[src/rtl/rf_wb_pkg.sv]
`default_nettype none
// ============================================================================
// Module   : rf_wb_pkg
// Purpose  : Shared types and default widths for the register-file writeback
//            serializer.
// Revision : 1.0 - initial release
// ============================================================================
package rf_wb_pkg;

    localparam int DEF_NUM_WARPS  = 32;
    localparam int DEF_NUM_LANES  = 32;
    localparam int DEF_VREG_COUNT = 128;
    localparam int DEF_SREG_COUNT = 32;
    localparam int DEF_W          = 32;

    localparam int WARP_W  = 6;
    localparam int LANE_W  = $clog2(DEF_NUM_LANES);
    localparam int VADDR_W = $clog2(DEF_VREG_COUNT);
    localparam int SADDR_W = $clog2(DEF_SREG_COUNT);

    typedef enum logic [1:0] {
        IDLE   = 2'd0,
        SCALAR = 2'd1,
        DRAIN  = 2'd2
    } wb_state_t;

endpackage : rf_wb_pkg
`default_nettype wire

[src/rtl/rf_wb_lane_pick.sv]
`default_nettype none
// ============================================================================
// Module   : rf_wb_lane_pick
// Purpose  : Lowest-set-bit priority encoder; returns the lane index, an
//            any-set flag and the mask with that lane cleared.
// Revision : 1.0 - initial release
// ============================================================================
module rf_wb_lane_pick #(
    parameter  int NUM_LANES = 32,
    localparam int C_LANE_W  = $clog2(NUM_LANES)
) (
    input  logic [NUM_LANES-1:0] mask,
    output logic [C_LANE_W-1:0]  lane,
    output logic                 any,
    output logic [NUM_LANES-1:0] mask_clr
);

    // Scan downward so the last hit is the lowest set bit.
    always_comb begin
        lane = '0;
        for (int i = NUM_LANES - 1; i >= 0; i--) begin
            if (mask[i]) begin
                lane = C_LANE_W'(i);
            end
        end
    end

    assign any      = |mask;
    assign mask_clr = mask & (mask - NUM_LANES'(1));

endmodule : rf_wb_lane_pick
`default_nettype wire

[src/rtl/rf_wb_serializer.sv]
`default_nettype none
// ============================================================================
// Module   : rf_wb_serializer
// Purpose  : Writeback front end: serializes full-warp vector results onto a
//            one-lane-per-cycle write port, routes scalar results, and pulses
//            completion. Optional counters enabled by RF_WB_PERF_EN.
// Revision : 1.0 - initial release
// ============================================================================
module rf_wb_serializer
    import rf_wb_pkg::*;
#(
    parameter  int NUM_LANES  = DEF_NUM_LANES,
    parameter  int VREG_COUNT = DEF_VREG_COUNT,
    parameter  int SREG_COUNT = DEF_SREG_COUNT,
    parameter  int W          = DEF_W,
    localparam int C_LANE_W   = $clog2(NUM_LANES),
    localparam int C_VADDR_W  = $clog2(VREG_COUNT),
    localparam int C_SADDR_W  = $clog2(SREG_COUNT)
) (
    input  logic                   clk,
    input  logic                   rst,
    input  logic                   in_valid,
    output logic                   in_ready,
    input  logic                   in_is_scalar,
    input  logic [WARP_W-1:0]      in_warp,
    input  logic [C_VADDR_W-1:0]   in_addr,
    input  logic [NUM_LANES-1:0]   in_mask,
    input  logic [NUM_LANES*W-1:0] in_data,
    output logic                   s_wen,
    output logic [WARP_W-1:0]      s_wwarp,
    output logic [C_SADDR_W-1:0]   s_waddr,
    output logic [W-1:0]           s_wdata,
    output logic                   v_wen,
    output logic [WARP_W-1:0]      v_wwarp,
    output logic [C_LANE_W-1:0]    v_wlane,
    output logic [C_VADDR_W-1:0]   v_waddr,
    output logic [W-1:0]           v_wdata,
    output logic                   busy,
    output logic                   done_valid,
    output logic [WARP_W-1:0]      done_warp,
    output logic [C_VADDR_W-1:0]   done_addr,
    output logic [31:0]            perf_lanes,
    output logic [31:0]            perf_results
);

    wb_state_t              r_state;
    logic [WARP_W-1:0]      r_warp;
    logic [C_VADDR_W-1:0]   r_addr;
    logic [NUM_LANES-1:0]   r_mask;
    logic [NUM_LANES*W-1:0] r_data;

    logic                   w_accept;
    logic [NUM_LANES-1:0]   w_pick_mask;
    logic [C_LANE_W-1:0]    w_lane;
    logic                   w_any;
    logic [NUM_LANES-1:0]   w_rest;
    logic [W-1:0]           w_lane_data;

    assign in_ready = (r_state == IDLE);
    assign busy     = (r_state != IDLE);
    assign w_accept = in_valid & in_ready;

    // The first lane is picked straight from the input so it is written the
    // cycle after accept; later lanes come from the held mask.
    assign w_pick_mask = (r_state == IDLE) ? in_mask : r_mask;

    rf_wb_lane_pick #(
        .NUM_LANES (NUM_LANES)
    ) u_lane_pick (
        .mask     (w_pick_mask),
        .lane     (w_lane),
        .any      (w_any),
        .mask_clr (w_rest)
    );

    always_comb begin
        w_lane_data = '0;
        if (r_state == IDLE) begin
            w_lane_data = in_data[w_lane*W +: W];
        end else begin
            w_lane_data = r_data[w_lane*W +: W];
        end
    end

    always_ff @(posedge clk or posedge rst) begin
        if (rst) begin
            r_state    <= IDLE;
            r_warp     <= '0;
            r_addr     <= '0;
            r_mask     <= '0;
            r_data     <= '0;
            s_wen      <= 1'b0;
            s_wwarp    <= '0;
            s_waddr    <= '0;
            s_wdata    <= '0;
            v_wen      <= 1'b0;
            v_wwarp    <= '0;
            v_wlane    <= '0;
            v_waddr    <= '0;
            v_wdata    <= '0;
            done_valid <= 1'b0;
            done_warp  <= '0;
            done_addr  <= '0;
        end else begin
            s_wen      <= 1'b0;
            s_wwarp    <= '0;
            s_waddr    <= '0;
            s_wdata    <= '0;
            v_wen      <= 1'b0;
            v_wwarp    <= '0;
            v_wlane    <= '0;
            v_waddr    <= '0;
            v_wdata    <= '0;
            done_valid <= 1'b0;
            done_warp  <= '0;
            done_addr  <= '0;
            case (r_state)
                IDLE: begin
                    if (w_accept) begin
                        r_warp <= in_warp;
                        r_addr <= in_addr;
                        r_data <= in_data;
                        if (in_is_scalar) begin
                            r_state    <= SCALAR;
                            r_mask     <= '0;
                            s_wen      <= 1'b1;
                            s_wwarp    <= in_warp;
                            s_waddr    <= in_addr[C_SADDR_W-1:0];
                            s_wdata    <= in_data[W-1:0];
                            done_valid <= 1'b1;
                            done_warp  <= in_warp;
                            done_addr  <= in_addr;
                        end else if (w_any) begin
                            r_state <= DRAIN;
                            r_mask  <= w_rest;
                            v_wen   <= 1'b1;
                            v_wwarp <= in_warp;
                            v_wlane <= w_lane;
                            v_waddr <= in_addr;
                            v_wdata <= w_lane_data;
                            if (w_rest == '0) begin
                                done_valid <= 1'b1;
                                done_warp  <= in_warp;
                                done_addr  <= in_addr;
                            end
                        end else begin
                            // Empty vector: completion only, no register write.
                            r_state    <= SCALAR;
                            r_mask     <= '0;
                            done_valid <= 1'b1;
                            done_warp  <= in_warp;
                            done_addr  <= in_addr;
                        end
                    end
                end
                SCALAR: begin
                    r_state <= IDLE;
                end
                DRAIN: begin
                    if (w_any) begin
                        r_mask  <= w_rest;
                        v_wen   <= 1'b1;
                        v_wwarp <= r_warp;
                        v_wlane <= w_lane;
                        v_waddr <= r_addr;
                        v_wdata <= w_lane_data;
                        if (w_rest == '0) begin
                            done_valid <= 1'b1;
                            done_warp  <= r_warp;
                            done_addr  <= r_addr;
                        end
                    end else begin
                        r_state <= IDLE;
                    end
                end
                default: begin
                    r_state <= IDLE;
                end
            endcase
        end
    end

`ifdef RF_WB_PERF_EN
    logic [31:0] r_perf_lanes;
    logic [31:0] r_perf_results;

    always_ff @(posedge clk or posedge rst) begin
        if (rst) begin
            r_perf_lanes   <= '0;
            r_perf_results <= '0;
        end else begin
            if (v_wen | s_wen) begin
                r_perf_lanes <= r_perf_lanes + 32'd1;
            end
            if (done_valid) begin
                r_perf_results <= r_perf_results + 32'd1;
            end
        end
    end

    assign perf_lanes   = r_perf_lanes;
    assign perf_results = r_perf_results;
`else
    assign perf_lanes   = '0;
    assign perf_results = '0;
`endif

endmodule : rf_wb_serializer
`default_nettype wire

[config.mk]
export PLATFORM = sky130hd
export DESIGN_NAME = rf_wb_serializer
export DESIGN_NICKNAME = d
export VERILOG_FILES = /design/src/rtl/rf_wb_pkg.sv /design/src/rtl/rf_wb_lane_pick.sv /design/src/rtl/rf_wb_serializer.sv
export SDC_FILE = /design/constraint.sdc
export NUM_CORES = 2
export LEC_CHECK = 0
export BUFFER_PORTS_ARGS = -buffer_cell sky130_fd_sc_hd__buf_2
export CAP_MARGIN = 30
export CORE_AREA = 5 5 489 491
export CTS_BUF_LIST = sky130_fd_sc_hd__clkbuf_4 sky130_fd_sc_hd__clkbuf_8
export DETAILED_ROUTE_END_ITERATION = 16
export DIE_AREA = 0 0 494 496
export PLACE_DENSITY = 0.55
export SYNTH_ARGS = -nofsm -noshare
export SYNTH_HDL_FRONTEND = slang
export SYNTH_SLANG_ARGS = --single-unit
[constraint.sdc]
create_clock -name clk -period 122.3 [get_ports clk]
set_input_delay 18.345 -clock clk [delete_from_list [all_inputs] [get_ports clk]]
set_output_delay 18.345 -clock clk [all_outputs]
set_load 0.02 [all_outputs]
==> results.py <==
metrics = {
    "placement": {
        "placed_area_sq_um": 71300,
        "io_buffers": 1183,
        "place_congestion": 0.914,
        "dp_hpwl_mm": 265,
    },
    "finish": {
        "final_nets": 9171,
        "mostFrequentLayoutCell": "nand2_1",
        "multi_input_area_sq_um": 30500,
        "mostFrequentLayoutCells": "3725 x nand2_1, 1186 x buf_2, 1179 x dfrtp_1, 324 x mux4_2, 287 x clkbuf_8",
        "area_delta_synth_final_pct": 23.5,
        "final_layout_size_suffix_gt1_frac": 0.258,
        "stdcell_area_sq_um": 77000,
        "seqCellArea_sq_um": 29500,
        "fillCellCount": 24500,
    },
    "timing": {
        "setup_violations": 0,
        "slew_headroom": 0.000705,
        "fin_worst_skew_ps": 91.8,
        "fin_setup_tns_ps": 0,
        "post-route-min-period_ps": 23410,
        "rsz0062_at_grt": "no",
        "period_share": 0.191,
        "slew_violations": 0,
        "finalHoldViolCount": 0,
        "fmax_mhz": 42.7,
        "worst_pin_slew_ps": 1500,
    },
    "synth": {
        "synth-edff-count": 0,
        "ys.flop_type": "dfrtp_1",
        "synthArstFlopShare": 1.00,
        "ys_ff_latch": 1179,
        "syn_area_sq_um": 62400,
        "ys_seq_area_frac": 0.473,
        "avgSynthCellArea_sq_um": 8.88,
        "ys_types": 80,
        "yosysWarnings": 0,
        "syn_inst": 7025,
    },
    "clocking": {
        "cts_tree": "yes",
        "max-clock-path-buffers": 3,
        "post_cts_buffers": 0,
        "htreeDepth": 4,
        "cts_resized": 0,
        "clk_pin_slew_ps": 60,
        "cts_root_buffer": "clkbuf_8",
        "ctsHoldBuffers": 0,
        "cts_sinks": 1179,
        "worstSkewPairLatency_ps": 1030,
        "cts_buffers": 223,
    },
    "detailed_routing": {
        "viasPerCell": 5.12,
        "drc": 0,
        "first_pass_iters": 6,
        "drtIter0Drc": 6769,
        "vias": 59600,
        "final_antenna_net_count": 0,
        "routedWlPerCell_microns": 29.9,
        "wl_mm": 348,
    },
    "global_route": {
        "use_met3": 0.0855,
        "first_global_vias": 57200,
        "gr-total-overflow": 0,
        "grt_use_met1": 0.338,
        "track_usage": 0.273,
        "grt_pass1_wl_mm": 470,
        "grt_max_degree": 222,
        "grtUsageMet2": 0.441,
        "antenna_found_initial": 358,
        "busiest_layer": "met2",
    },
    "critical_path": {
        "r2r_cells": 15,
        "reg2reg_from": "r_state[0]$_DFFE_PP0P_",
        "arrival_ps": 24300,
        "rrSetupSlack_ps": 113990,
        "crit_path_start_kind": "input port",
        "r2r-end": "v_wdata[18]$_DFF_PP0_",
        "critical_path_class": "input port to flip-flop",
        "cp.required_ps": 123190,
        "worstSetupEndpointType": "flip-flop",
        "path_max_fanout": 118,
    },
    "flow_run": {
        "drv_cap": 0,
    },
    "floorplanning": {
        "die_y_microns": 496,
        "fp.dieW_microns": 494,
        "initial_core_util": 0.266,
        "rows": 178,
        "core_sq_um": 234000,
        "dieArea_sq_um": 245000,
        "boundaryPins": 1248,
    },
    "pwr": {
        "powerDensity_nw_per_um2": 27.0,
        "leakagePower_uw": 0.0383,
        "peakVddDrop_mv": 0.0556,
    },
    "hold_path": {
        "holdPathEnd": "r_data[46]$_DFFE_PP0P_",
        "holdPathStages": 2,
        "worstHoldStart": "r_data[46]$_DFFE_PP0P_",
        "min_path_type": "flip-flop to flip-flop",
    },
    "outcome": {
        "status": "completed",
    },
}
[sequential cells by signal, summed over array words and instances (netlist names), 7 cells and up]
register and cells:
v_waddr 7, s_wdata 32, r_addr 7, r_mask 31, v_wdata 32, done_addr 7
r_data 1024
[cell usage after synthesis (16+ instances only)]
cell type	count	area [sq um]
nand2_1	3731	14000
dfrtp_1	1179	29500
mux4_2	324	7300
clkbuf_1	252	946
mux2i_1	190	1900
nand3_1	158	791
buf_2	157	786
a21oi_1	106	531
buf_4	100	751
nor2_1	83	312
o21ai_0	82	410
a31oi_1	74	463
a22oi_1	65	488
and2_1	50	313
a32oi_1	48	420
a32o_1	43	430
o211ai_1	36	270
a22o_1	30	263
buf_1	26	97.6
nand4_1	20	125
a211oi_1	18	135
o31ai_1	16	120
[logic make-up after synthesis]
family | count (synthesis) | share of synthesized area
flops | 1179 | 0.473
compound gates | 633 | 0.0734
buf+inv | 564 | 0.0454
fa+ha+maj | 1 | 0.000161
other cells | 1 | 0.0000601
simple gates | 4130 | 0.260
mux | 517 | 0.148
[routing by layer]
| layer | part of all wire | wire [microns] |
|---|---|---|
| met4 | 0.046 | 16000 |
| met1 | 0.39 | 135000 |
| met2 | 0.47 | 163000 |
| met5 | 0.0042 | 1470 |
| met3 | 0.093 | 32200 |
[critical path, cell delays in order]
cell       delay, ps
buf_2            110
mux2_4           300
a311o_1          360
a2111oi_2        590
a221o_4          790
buf_12           470
buf_4            730
buf_12           570
mux4_2           490
a22oi_1          450
o211ai_1         420
a22o_1           350
[power breakdown]
part,internal (uW),total [uW],switching [uW]
clock network,251,447,195
registers,531,616,85.1
logic,347,1020,671
[cell type report]
type                    count  area share
diodes                    191     0.00620
clock buffers             375      0.0599
clock inverters            39     0.00648
inverters                  12     0.00102
multi-input cells        5345       0.396
flip-flops and latches   1179       0.383
well taps                3150      0.0512
repair buffers           1337      0.0966
[worst max path at each step]
stage | start | slack [ps] | end
2_1_floorplan | rst | 70740 | done_addr[0]$_DFF_PP0_
3_3_place_gp | in_mask[25] | 97710 | v_wdata[18]$_DFF_PP0_
3_5_place_dp | in_mask[25] | 97780 | v_wdata[18]$_DFF_PP0_
4_1_cts | in_mask[25] | 98920 | v_wdata[18]$_DFF_PP0_
5_1_grt | in_mask[25] | 98720 | v_wdata[23]$_DFF_PP0_
6_report | in_mask[16] | 98890 | v_wdata[18]$_DFF_PP0_
[through the flow]
step           std cells  hold WS, ps  power [uW]  setup WS, ps   util
6_report           11600          469        2080         98890  0.329
5_1_grt            11500          478        2190         98720  0.328
4_1_cts            11400          471        2100         98920  0.326
3_5_place_dp       11000          457        1650         97780  0.304
3_3_place_gp       11000          450        1630         97710  0.303
2_1_floorplan       7088          438        1220         70740      -
Note: power is estimated with default switching activity, not from simulation.
